[src/rtl/hid_report_capture_if.sv]
// Bundle between report sources/display consumers and hid_report_capture.
// master drives the report strobes and display controls; slave is the capture stage.
interface hid_report_capture_if #(
  parameter int C_channels    = 3,
  parameter int C_report_bits = 64,
  parameter int C_hist_depth  = 8
);
  localparam int C_idx_bits = $clog2(C_hist_depth);

  logic [C_channels*C_report_bits-1:0] report_i;
  logic [C_channels-1:0]               valid_i;
  logic                                mode_i;
  logic [2:0]                          sel_i;
  logic                                freeze_i;
  logic                                ack_i;
  logic [C_idx_bits-1:0]               hist_idx_i;
  logic [C_report_bits-1:0]            display_o;
  logic [2:0]                          display_ch_o;
  logic [C_channels-1:0]               changed_o;
  logic [C_channels*8-1:0]             count_o;
  logic [C_report_bits-1:0]            hist_o;
  logic [2:0]                          hist_ch_o;
  logic [C_idx_bits:0]                 hist_fill_o;
  logic [7:0]                          dropped_o;

  modport master (
    output report_i, valid_i, mode_i, sel_i, freeze_i, ack_i, hist_idx_i,
    input  display_o, display_ch_o, changed_o, count_o, hist_o, hist_ch_o,
           hist_fill_o, dropped_o
  );

  modport slave (
    input  report_i, valid_i, mode_i, sel_i, freeze_i, ack_i, hist_idx_i,
    output display_o, display_ch_o, changed_o, count_o, hist_o, hist_ch_o,
           hist_fill_o, dropped_o
  );
endinterface

[src/rtl/hid_report_capture.sv]
// Multi-channel HID report capture: per-channel latch/counter/change flag, tagged history ring,
// fixed or auto-rotating display with freeze. Macro HID_CAPTURE_FILTER_EN ignores repeated reports.
module hid_report_capture #(
  parameter int C_channels      = 3,
  parameter int C_report_bits   = 64,
  parameter int C_hist_depth    = 8,
  parameter int C_rotate_cycles = 25000000
) (
  input logic clk_i,
  input logic rstn_i,
  hid_report_capture_if.slave bus
);
  localparam int C_idx_bits = $clog2(C_hist_depth);
  localparam int C_tmr_bits = $clog2(C_rotate_cycles);
  localparam logic [2:0] C_last_ch = 3'(C_channels - 1);
  localparam logic [C_tmr_bits-1:0] C_tmr_last = C_tmr_bits'(C_rotate_cycles - 1);
  localparam logic [C_idx_bits:0] C_fill_max = (C_idx_bits + 1)'(C_hist_depth);

  function automatic logic [3:0] pop_count(input logic [C_channels-1:0] v);
    logic [3:0] n;
    n = 4'd0;
    for (int k = 0; k < C_channels; k++) begin
      n = n + {3'd0, v[k]};
    end
    return n;
  endfunction

  logic [C_report_bits-1:0] latch_r [C_channels];
  logic [7:0]               cnt_r [C_channels];
  logic [C_channels-1:0]    changed_r;
  logic [C_channels-1:0]    cap_s;

  logic [C_report_bits-1:0] hist_mem_r [C_hist_depth];
  logic [2:0]               hist_tag_r [C_hist_depth];
  logic [C_idx_bits-1:0]    wptr_r;
  logic [C_idx_bits:0]      fill_r;
  logic [7:0]               dropped_r;
  logic [C_idx_bits-1:0]    rd_ptr_s;

  logic [C_report_bits-1:0] first_rep_s;
  logic [2:0]               first_ch_s;
  logic [3:0]               pop_s;
  logic [8:0]               drop_sum_s;
  logic [7:0]               dropped_nxt_s;

  logic [2:0]               fixed_ch_s;
  logic [2:0]               sel_ch_s;
  logic [2:0]               rot_ch_r;
  logic [C_tmr_bits-1:0]    tmr_r;
  logic [C_report_bits-1:0] disp_sel_s;
  logic [C_report_bits-1:0] display_r;
  logic [2:0]               display_ch_r;

  // Decide which strobes actually capture this cycle.
  always_comb begin
    cap_s = '0;
    for (int k = 0; k < C_channels; k++) begin
`ifdef HID_CAPTURE_FILTER_EN
      cap_s[k] = bus.valid_i[k] &&
                 (bus.report_i[k*C_report_bits +: C_report_bits] != latch_r[k]);
`else
      cap_s[k] = bus.valid_i[k];
`endif
    end
  end

  // Lowest-indexed capture goes to history; every extra one is a collision.
  always_comb begin
    first_rep_s = '0;
    first_ch_s  = 3'd0;
    for (int k = C_channels - 1; k >= 0; k--) begin
      if (cap_s[k]) begin
        first_rep_s = bus.report_i[k*C_report_bits +: C_report_bits];
        first_ch_s  = 3'(k);
      end else begin
        first_rep_s = first_rep_s;
        first_ch_s  = first_ch_s;
      end
    end
    pop_s = pop_count(cap_s);
    if (pop_s > 4'd1) begin
      drop_sum_s = {1'b0, dropped_r} + {5'd0, pop_s - 4'd1};
    end else begin
      drop_sum_s = {1'b0, dropped_r};
    end
    if (drop_sum_s > 9'd255) begin
      dropped_nxt_s = 8'd255;
    end else begin
      dropped_nxt_s = drop_sum_s[7:0];
    end
  end

  // Channel selection and latch mux feeding the display register.
  always_comb begin
    if (bus.sel_i > C_last_ch) begin
      fixed_ch_s = C_last_ch;
    end else begin
      fixed_ch_s = bus.sel_i;
    end
    if (bus.mode_i) begin
      sel_ch_s = rot_ch_r;
    end else begin
      sel_ch_s = fixed_ch_s;
    end
    disp_sel_s = '0;
    for (int k = 0; k < C_channels; k++) begin
      if (sel_ch_s == 3'(k)) begin
        disp_sel_s = latch_r[k];
      end else begin
        disp_sel_s = disp_sel_s;
      end
    end
  end

  // Per-channel latch, counter and sticky change flag; a capture beats an ack.
  always_ff @(posedge clk_i or negedge rstn_i) begin
    if (!rstn_i) begin
      for (int k = 0; k < C_channels; k++) begin
        latch_r[k] <= '0;
        cnt_r[k]   <= 8'd0;
      end
      changed_r <= '0;
    end else begin
      for (int k = 0; k < C_channels; k++) begin
        if (cap_s[k]) begin
          latch_r[k]   <= bus.report_i[k*C_report_bits +: C_report_bits];
          cnt_r[k]     <= cnt_r[k] + 8'd1;
          changed_r[k] <= 1'b1;
        end else if (bus.ack_i && (display_ch_r == 3'(k))) begin
          changed_r[k] <= 1'b0;
        end else begin
          changed_r[k] <= changed_r[k];
        end
      end
    end
  end

  // History ring write, fill level and saturating collision counter.
  always_ff @(posedge clk_i or negedge rstn_i) begin
    if (!rstn_i) begin
      for (int i = 0; i < C_hist_depth; i++) begin
        hist_mem_r[i] <= '0;
        hist_tag_r[i] <= 3'd0;
      end
      wptr_r    <= '0;
      fill_r    <= '0;
      dropped_r <= 8'd0;
    end else if (|cap_s) begin
      hist_mem_r[wptr_r] <= first_rep_s;
      hist_tag_r[wptr_r] <= first_ch_s;
      wptr_r             <= wptr_r + C_idx_bits'(1);
      dropped_r          <= dropped_nxt_s;
      if (fill_r != C_fill_max) begin
        fill_r <= fill_r + (C_idx_bits + 1)'(1);
      end else begin
        fill_r <= fill_r;
      end
    end else begin
      wptr_r    <= wptr_r;
      fill_r    <= fill_r;
      dropped_r <= dropped_r;
    end
  end

  // Rotate timer and display registers; freeze holds both. In fixed mode the
  // rotate channel shadows the selection so rotation starts where the display is.
  always_ff @(posedge clk_i or negedge rstn_i) begin
    if (!rstn_i) begin
      tmr_r        <= '0;
      rot_ch_r     <= 3'd0;
      display_r    <= '0;
      display_ch_r <= 3'd0;
    end else if (!bus.freeze_i) begin
      display_r    <= disp_sel_s;
      display_ch_r <= sel_ch_s;
      if (!bus.mode_i) begin
        tmr_r    <= '0;
        rot_ch_r <= fixed_ch_s;
      end else if (tmr_r == C_tmr_last) begin
        tmr_r <= '0;
        if (rot_ch_r >= C_last_ch) begin
          rot_ch_r <= 3'd0;
        end else begin
          rot_ch_r <= rot_ch_r + 3'd1;
        end
      end else begin
        tmr_r <= tmr_r + C_tmr_bits'(1);
      end
    end else begin
      if (!bus.mode_i) begin
        tmr_r <= '0;
      end else begin
        tmr_r <= tmr_r;
      end
    end
  end

  // Combinational history read, newest first; unfilled slots read as zero.
  always_comb begin
    rd_ptr_s = wptr_r - C_idx_bits'(1) - bus.hist_idx_i;
    if ({1'b0, bus.hist_idx_i} >= fill_r) begin
      bus.hist_o    = '0;
      bus.hist_ch_o = 3'd0;
    end else begin
      bus.hist_o    = hist_mem_r[rd_ptr_s];
      bus.hist_ch_o = hist_tag_r[rd_ptr_s];
    end
  end

  // Flatten per-channel counters onto the output bus.
  always_comb begin
    bus.count_o = '0;
    for (int k = 0; k < C_channels; k++) begin
      bus.count_o[k*8 +: 8] = cnt_r[k];
    end
  end

  assign bus.display_o    = display_r;
  assign bus.display_ch_o = display_ch_r;
  assign bus.changed_o    = changed_r;
  assign bus.hist_fill_o  = fill_r;
  assign bus.dropped_o    = dropped_r;
endmodule

[src/flat_wrapper.sv]
// flat-port wrapper written by rule: the top's interface ports become plain ports
module hid_report_capture_flat 
#(
  parameter int C_channels      = 3,
  parameter int C_report_bits   = 64,
  parameter int C_hist_depth    = 8,
  parameter int C_rotate_cycles = 25000000
)
  (clk_i, rstn_i, bus_report_i, bus_valid_i, bus_mode_i, bus_sel_i, bus_freeze_i, bus_ack_i, bus_hist_idx_i, bus_display_o, bus_display_ch_o, bus_changed_o, bus_count_o, bus_hist_o, bus_hist_ch_o, bus_hist_fill_o, bus_dropped_o);
  hid_report_capture_if #(.C_channels(C_channels), .C_report_bits(C_report_bits), .C_hist_depth(C_hist_depth)) bus_i ();
  input logic clk_i;
  input logic rstn_i;
  input wire logic [$bits(bus_i.report_i)-1:0] bus_report_i;
  input wire logic [$bits(bus_i.valid_i)-1:0] bus_valid_i;
  input wire logic [$bits(bus_i.mode_i)-1:0] bus_mode_i;
  input wire logic [$bits(bus_i.sel_i)-1:0] bus_sel_i;
  input wire logic [$bits(bus_i.freeze_i)-1:0] bus_freeze_i;
  input wire logic [$bits(bus_i.ack_i)-1:0] bus_ack_i;
  input wire logic [$bits(bus_i.hist_idx_i)-1:0] bus_hist_idx_i;
  output wire logic [$bits(bus_i.display_o)-1:0] bus_display_o;
  output wire logic [$bits(bus_i.display_ch_o)-1:0] bus_display_ch_o;
  output wire logic [$bits(bus_i.changed_o)-1:0] bus_changed_o;
  output wire logic [$bits(bus_i.count_o)-1:0] bus_count_o;
  output wire logic [$bits(bus_i.hist_o)-1:0] bus_hist_o;
  output wire logic [$bits(bus_i.hist_ch_o)-1:0] bus_hist_ch_o;
  output wire logic [$bits(bus_i.hist_fill_o)-1:0] bus_hist_fill_o;
  output wire logic [$bits(bus_i.dropped_o)-1:0] bus_dropped_o;
  assign bus_i.report_i = bus_report_i;
  assign bus_i.valid_i = bus_valid_i;
  assign bus_i.mode_i = bus_mode_i;
  assign bus_i.sel_i = bus_sel_i;
  assign bus_i.freeze_i = bus_freeze_i;
  assign bus_i.ack_i = bus_ack_i;
  assign bus_i.hist_idx_i = bus_hist_idx_i;
  assign bus_display_o = bus_i.display_o;
  assign bus_display_ch_o = bus_i.display_ch_o;
  assign bus_changed_o = bus_i.changed_o;
  assign bus_count_o = bus_i.count_o;
  assign bus_hist_o = bus_i.hist_o;
  assign bus_hist_ch_o = bus_i.hist_ch_o;
  assign bus_hist_fill_o = bus_i.hist_fill_o;
  assign bus_dropped_o = bus_i.dropped_o;
  hid_report_capture #(.C_channels(C_channels), .C_report_bits(C_report_bits), .C_hist_depth(C_hist_depth), .C_rotate_cycles(C_rotate_cycles)) u_core (.clk_i(clk_i), .rstn_i(rstn_i), .bus(bus_i));
endmodule
[config.mk]
export PLATFORM = sky130hd
export DESIGN_NAME = hid_report_capture_flat
export DESIGN_NICKNAME = d
export VERILOG_FILES = /design/src/rtl/hid_report_capture_if.sv /design/src/rtl/hid_report_capture.sv /design/src/flat_wrapper.sv
export SDC_FILE = /design/constraint.sdc
export NUM_CORES = 2
export LEC_CHECK = 0
export CAP_MARGIN = 5
export CORE_MARGIN = 2
export CORE_UTILIZATION = 35
export DETAILED_ROUTE_END_ITERATION = 10
export HOLD_SLACK_MARGIN = 0.15
export PLACE_DENSITY_LB_ADDON = 0.3
export SLEW_MARGIN = 20
export SYNTH_ARGS = -nofsm -noshare
export SYNTH_HDL_FRONTEND = slang
export SYNTH_SLANG_ARGS = --single-unit
[constraint.sdc]
create_clock -name clk_i -period 6.3 [get_ports clk_i]
set_input_delay 1.89 -clock clk_i [delete_from_list [all_inputs] [get_ports clk_i]]
set_output_delay 1.89 -clock clk_i [all_outputs]
set_load 0.1 [all_outputs]
# Yosys cells after proc, flatten, opt, wreduce, memory -nomap -nowiden
# Index checks and enable logic that the tools add are counted.
word_totals:
  output_inout_bits: 173
  wordCells: 116
  in_bits: 206
  ff_bits: 865
classes:
  eq_ne: 8
  mux: 40
  reduce_logical: 12
  bitwise_logic: 3
  n_lt_le_gt_ge: 8
  n_addsub: 13
op_table:
  columns: ["op", "count"]
  rows:
  - ["64-bit two-way mux", 10]
  - ["512-bit bitwise mux", 1]
  - ["64-bit binary-select mux with 3-bit select", 1]
  - ["64-bit demux with 3-bit select", 1]
  - ["25-bit two-way mux", 4]
  - ["3-bit two-way mux", 9]
  - ["25-bit by 1-bit adder with 25-bit output, second input constant", 1]
  - ["25-bit equality test, second input constant", 1]
  - ["8-bit by 1-bit adder with 8-bit output, second input constant", 3]
  - ["24-bit bitwise mux", 1]
  - ["8-bit by 4-bit adder with 9-bit output", 1]
  - ["3-bit binary-select mux with 3-bit select", 1]
  - ["3-bit demux with 3-bit select", 1]
  - ["9-bit by 8-bit > comparator with 1-bit output, second input constant", 1]
  - ["9-bit two-way mux", 1]
  - ["4-bit greater-or-equal comparator, second input constant", 2]
  - ["8-bit two-way mux", 1]
  - ["3-bit NOT with 4-bit output", 2]
  - ["3-bit by 1-bit adder with 3-bit output, second input constant", 2]
  - ["3-bit by 1-bit equality test with 1-bit output, second input constant", 2]
  - ["3-bit by 2-bit equality test with 1-bit output, second input constant", 2]
  - ["3-bit zero test", 2]
  - ["1-bit two-way mux", 6]
  - ["2-bit two-way mux", 3]
  - ["other kinds (19)", 25]

# Longest topological paths before layout
depth:
  depth_word: 7
  ltp_mapped: 14

# Least setup slack after synthesis
# No wires, ideal clock.
synth_path:
  path_kind: "input to output"
  startpoint: "in bus_hist_idx_i[0]"
  endpoint: "out bus_hist_ch_o[0]"
  arrival_time_ns: 5.198
  n_path_buf: 3
  setup_slack_ns: -0.788
  cell_stages: 10
  path_cell_list: "inv_1 -> ha_1 -> inv_1 -> fa_1 -> clkbuf_1 -> clkbuf_1 -> clkbuf_1 -> mux4_2 -> nand2_1 -> a21oi_1"
synth_between:
  elab_chain_len: 6
  word_cells_on_any_way: 7
synth_lines:
  columns: ["item", "line_no", "source"]
  rows:
  - ["start, declared", "flat_wrapper.sv:19", "input wire logic [$bits(bus_i.hist_idx_i)-1:0] bus_hist_idx_i;"]
  - ["3-bit subtractor", "hid_report_capture.sv:200", "rd_ptr_s = wptr_r - C_idx_bits'(1) - bus.hist_idx_i;"]
  - ["3-bit NOT with 4-bit output (not written as such)", "hid_report_capture.sv:206", "bus.hist_ch_o = hist_tag_r[rd_ptr_s];"]
  - ["3-bit binary-select mux with 3-bit select", "hid_report_capture.sv:206", null]
  - ["3-bit two-way mux (not written as such) (2 in series)", "hid_report_capture.sv:206", null]
  - ["3-bit two-way mux *", "hid_report_capture.sv:201", "if ({1'b0, bus.hist_idx_i} >= fill_r) begin"]
  - ["end, declared", "flat_wrapper.sv:25", "output wire logic [$bits(bus_i.hist_ch_o)-1:0] bus_hist_ch_o;"]
# Mark *: on every way between the ends. The rest lies on a longest branch, timed or not. The select of a mux whose other input is x is not followed.

# Final worst setup path
layout_path:
  startpoint: "in bus_hist_idx_i[1]"
  endpoint: "out bus_hist_o[48]"
layout_between:
  elab_chain_len: 6
  word_cells_on_any_way: 7
layout_lines:
  columns: ["item", "line_no", "source"]
  rows:
  - ["3-bit subtractor", "hid_report_capture.sv:200", null]
  - ["3-bit NOT with 4-bit output (not written as such)", "hid_report_capture.sv:205", "bus.hist_o = hist_mem_r[rd_ptr_s];"]
  - ["64-bit binary-select mux with 3-bit select", "hid_report_capture.sv:205", null]
  - ["64-bit two-way mux (not written as such) (2 in series)", "hid_report_capture.sv:205", null]
  - ["64-bit two-way mux *", "hid_report_capture.sv:201", null]
  - ["end, declared", "flat_wrapper.sv:24", "output wire logic [$bits(bus_i.hist_o)-1:0] bus_hist_o;"]
# Marks and branches as above.

==> results_dict.tcl <==
set metrics [dict create \
    outcome "complete, no violations" \
    leakage_nw 21.19 \
    synth_edf_count 0 \
    insertion_delay_ns 0.69 \
    antenna_found_initial 16 \
    clk_pin_slew_ns 0.06 \
    synth.avg_cell_area_um2 10.20 \
    syn-num-nets 3974 \
    fin_area_um2 49120 \
    timing.max_cap.violations 0 \
    layout.cells.non_filler 5558 \
    fin_worst_skew_ns 0.02341 \
    synth_top_flop_cell "dfrtp_1" \
    report.final.slew_viol_count 0 \
    start_kind "input pin" \
    worst_slew_pin_slew_ns 1.121 \
    hold_class "reg -> reg" \
    post-route-period-util 0.9801 \
    rows 121 \
    syn_area_um2 38160 \
    gr-total-overflow 0 \
    place.gp.congestion 0.8141 \
    grt_pass1_vias 29040 \
    crit_arrival_ns 4.28 \
    first_pass_iters 5 \
    routedWlPerCell_um 21.11 \
    ioPinCount 379 \
    synthArstFlopShare 1.000 \
    ant_nets 0 \
    dp_cells 5367 \
    dpl_cell_area_um2 45420 \
    htreeDepth 3 \
    viasPerCell 5.137 \
    hold_viol_final 0 \
    hpwl_mm 76.40 \
    clkSinkCount 857 \
    core_region_area_um2 108600 \
    grt_pass1_wl_mm 180.5 \
    cts_buffer_depth 3 \
    yosys_register_bits 857 \
    post-route-util 0.4525 \
    areaGrowthSynthToFinish_pct 28.72 \
    cts_tree "yes" \
    die_area_um2 111700 \
    endpoint_kind "output port" \
    min_period_ns 6.174 \
    crit_type "in -> out" \
    start_util 0.3516 \
    synth_seq_area_share 0.5619 \
    setup_viol 0 \
    fmax_mhz 162.0 \
    cts_made_buffers 96 \
    rr_worst_depth 6 \
    synthDistinctLibCells 58 \
    drcViolationCount 0 \
    drt_iter0_markers 1880 \
    slew_headroom 0.2502 \
    rsz0062_at_grt "false" \
    port_buffers 377 \
    yosysWarningCount 0 \
    die_height_um 334.2 \
    postCtsHoldBufs 0 \
    crit_fanout 7 \
    die_x_um 334.2 \
    syn_inst 3742 \
    drive_gt1_frac 0.1697 \
    crit_required_ns 4.41 \
    power_density_nw_per_um2 635.4 \
    vias 28550 \
    total_power_mw 31.21 \
    final_net_count 4299 \
    grtUsageTotal 0.2107 \
    worst_hold_path.num_cells 1 \
    grt_max_degree 164 \
    max-vdd-ir-drop_uv 887.8 \
    drt_wl_total_mm 117.3 \
    cts-root-buf "clkbuf_16" \
]
## cells in the final DEF (no fill, tap or decap), types with 19 or more instances in the layout
| cell | count |
|---|---|
| xnor2_1 | 19 |
| inv_1 | 143 |
| buf_4 | 72 |
| mux4_2 | 132 |
| clkdlybuf4s50_1 | 304 |
| dfrtp_1 | 857 |
| o2bb2ai_1 | 64 |
| nand4_1 | 20 |
| mux2i_1 | 62 |
| clkbuf_8 | 32 |
| nand2_2 | 43 |
| mux2_2 | 84 |
| buf_12 | 109 |
| o21ai_0 | 840 |
| nand2_1 | 920 |
| a21oi_4 | 65 |
| nor2_1 | 19 |
| ha_1 | 22 |
| clkbuf_16 | 96 |
## synthesized netlist by cell type (7+ instances only)
| cell type | n | area, um^2 |
|---|---|---|
| o21ai_0 | 840 | 4204 |
| mux2i_1 | 64 | 640.6 |
| clkbuf_1 | 218 | 818.3 |
| nand3_1 | 19 | 95.09 |
| ha_1 | 23 | 287.8 |
| nand2_1 | 964 | 3618 |
| buf_2 | 22 | 110.1 |
| a21oi_1 | 84 | 420.4 |
| dfrtp_1 | 857 | 21450 |
| inv_1 | 145 | 544.3 |
| o2bb2ai_1 | 64 | 560.5 |
| o21ai_1 | 16 | 80.08 |
| nor2_1 | 21 | 78.83 |
| mux4_2 | 132 | 2973 |
| buf_1 | 29 | 108.9 |
| or3_1 | 12 | 75.07 |
| mux2_2 | 84 | 945.9 |
| o22ai_1 | 7 | 43.79 |
| nand4_1 | 20 | 125.1 |
| nand2b_1 | 9 | 56.30 |
| xnor2_1 | 20 | 175.2 |
| xor2_1 | 14 | 122.6 |
## report_power, final
part | total [mW] | internal (mW) | switching (mW)
logic | 17.1 | 6.30 | 10.8
clock network | 5.70 | 3.32 | 2.38
registers | 8.39 | 7.33 | 1.06
total | 31.2 | 16.9 | 14.3
## worst max-delay path, cell delays in order
cell	delay [ns]
dlygate4sd2_1	0.31
fa_4	0.93
buf_12	0.14
buf_12	0.15
buf_16	0.13
mux4_2	0.18
nand2_2	0.07
a21oi_4	0.26
buf_12	0.21
## what timing repair did
| item | CTS | global route |
|---|---|---|
| setup buffers | 10 | 0 |
| cloned | 7 | 0 |
| gates resized for setup | 49 | 15 |
| pin swaps | 17 | 4 |
| setup endpoints to repair | 66 | 48 |
## metal layers
layer	GRT usage	wire length, um	vias up
met5	0	175	-
li1	-	-	13500
met2	0.3597	58000	580
met1	0.2759	51200	14280
met4	0.05127	2641	26
met3	0.04042	5307	165
## metrics by stage
stage / setup TNS (ns) / setup slack, ns / hold slack [ns]
2_1_floorplan: -0.2156 / -0.2156 / 0.4446
6_report: 0 / 0.1255 / 0.4668
5_1_grt: 0 / 0.08919 / 0.4781
4_1_cts: 0 / 0.003572 / 0.4725
3_5_place_dp: -11.76 / -0.2908 / 0.4592
3_3_place_gp: -9.738 / -0.2466 / 0.4565
## state kept, by name, indices dropped and copies added, names as in the netlist
name	cells
u_core.bus.display_o	64
u_core.bus.dropped_o	8
u_core.latch_r	192
u_core.bus.count_o	24
u_core.rot_ch_r	3
u_core.bus.changed_o	3
u_core.wptr_r	3
u_core.hist_tag_r	16
u_core.bus.display_ch_o	3
u_core.tmr_r	25
u_core.bus.hist_fill_o	4
u_core.hist_mem_r	512
## cell families (layout without fill, tap and decap cells)
family / count (synthesis) / count (layout) / synth area share
multiplexers: 280 / 280 / 0.1195
flip-flops: 857 / 857 / 0.5619
adder cells (fa/ha/maj): 26 / 26 / 0.009115
AND/OR/NAND/NOR: 1088 / 1088 / 0.1148
AO/OA/AOI/OAI: 1040 / 1040 / 0.1451
buffers and inverters: 416 / 817 / 0.04174
XOR/XNOR: 34 / 34 / 0.007803
other: 1 / 2 / 0.00009826
## final cells by class
type / instances / area, um^2
antenna: 1 / 2.502
clock buffer: 145 / 2907
clock inverter: 29 / 349.1
fill: 10060 / 59430
inverter: 146 / 550.5
multi-input combinational: 2469 / 16100
sequential: 857 / 21450
tap: 1414 / 1769
timing repair buffer: 497 / 5997
## worst paths after layout
path                                   startpoint                endpoint  slack [ns]
setup / recovery                bus_hist_idx_i[1]          bus_hist_o[48]        0.13
hold / removal             u_core.bus.count_o[15]  u_core.bus.count_o[15]        0.47
setup reg to reg                  u_core.tmr_r[0]        u_core.tmr_r[22]        3.82
hold reg to reg            u_core.bus.count_o[15]  u_core.bus.count_o[15]        0.47
max in group asynchronous                  rstn_i   u_core.hist_mem_r[55]        3.72
min in group asynchronous                  rstn_i      u_core.latch_r[93]        1.22
Note: power is estimated with default switching activity, not from simulation.
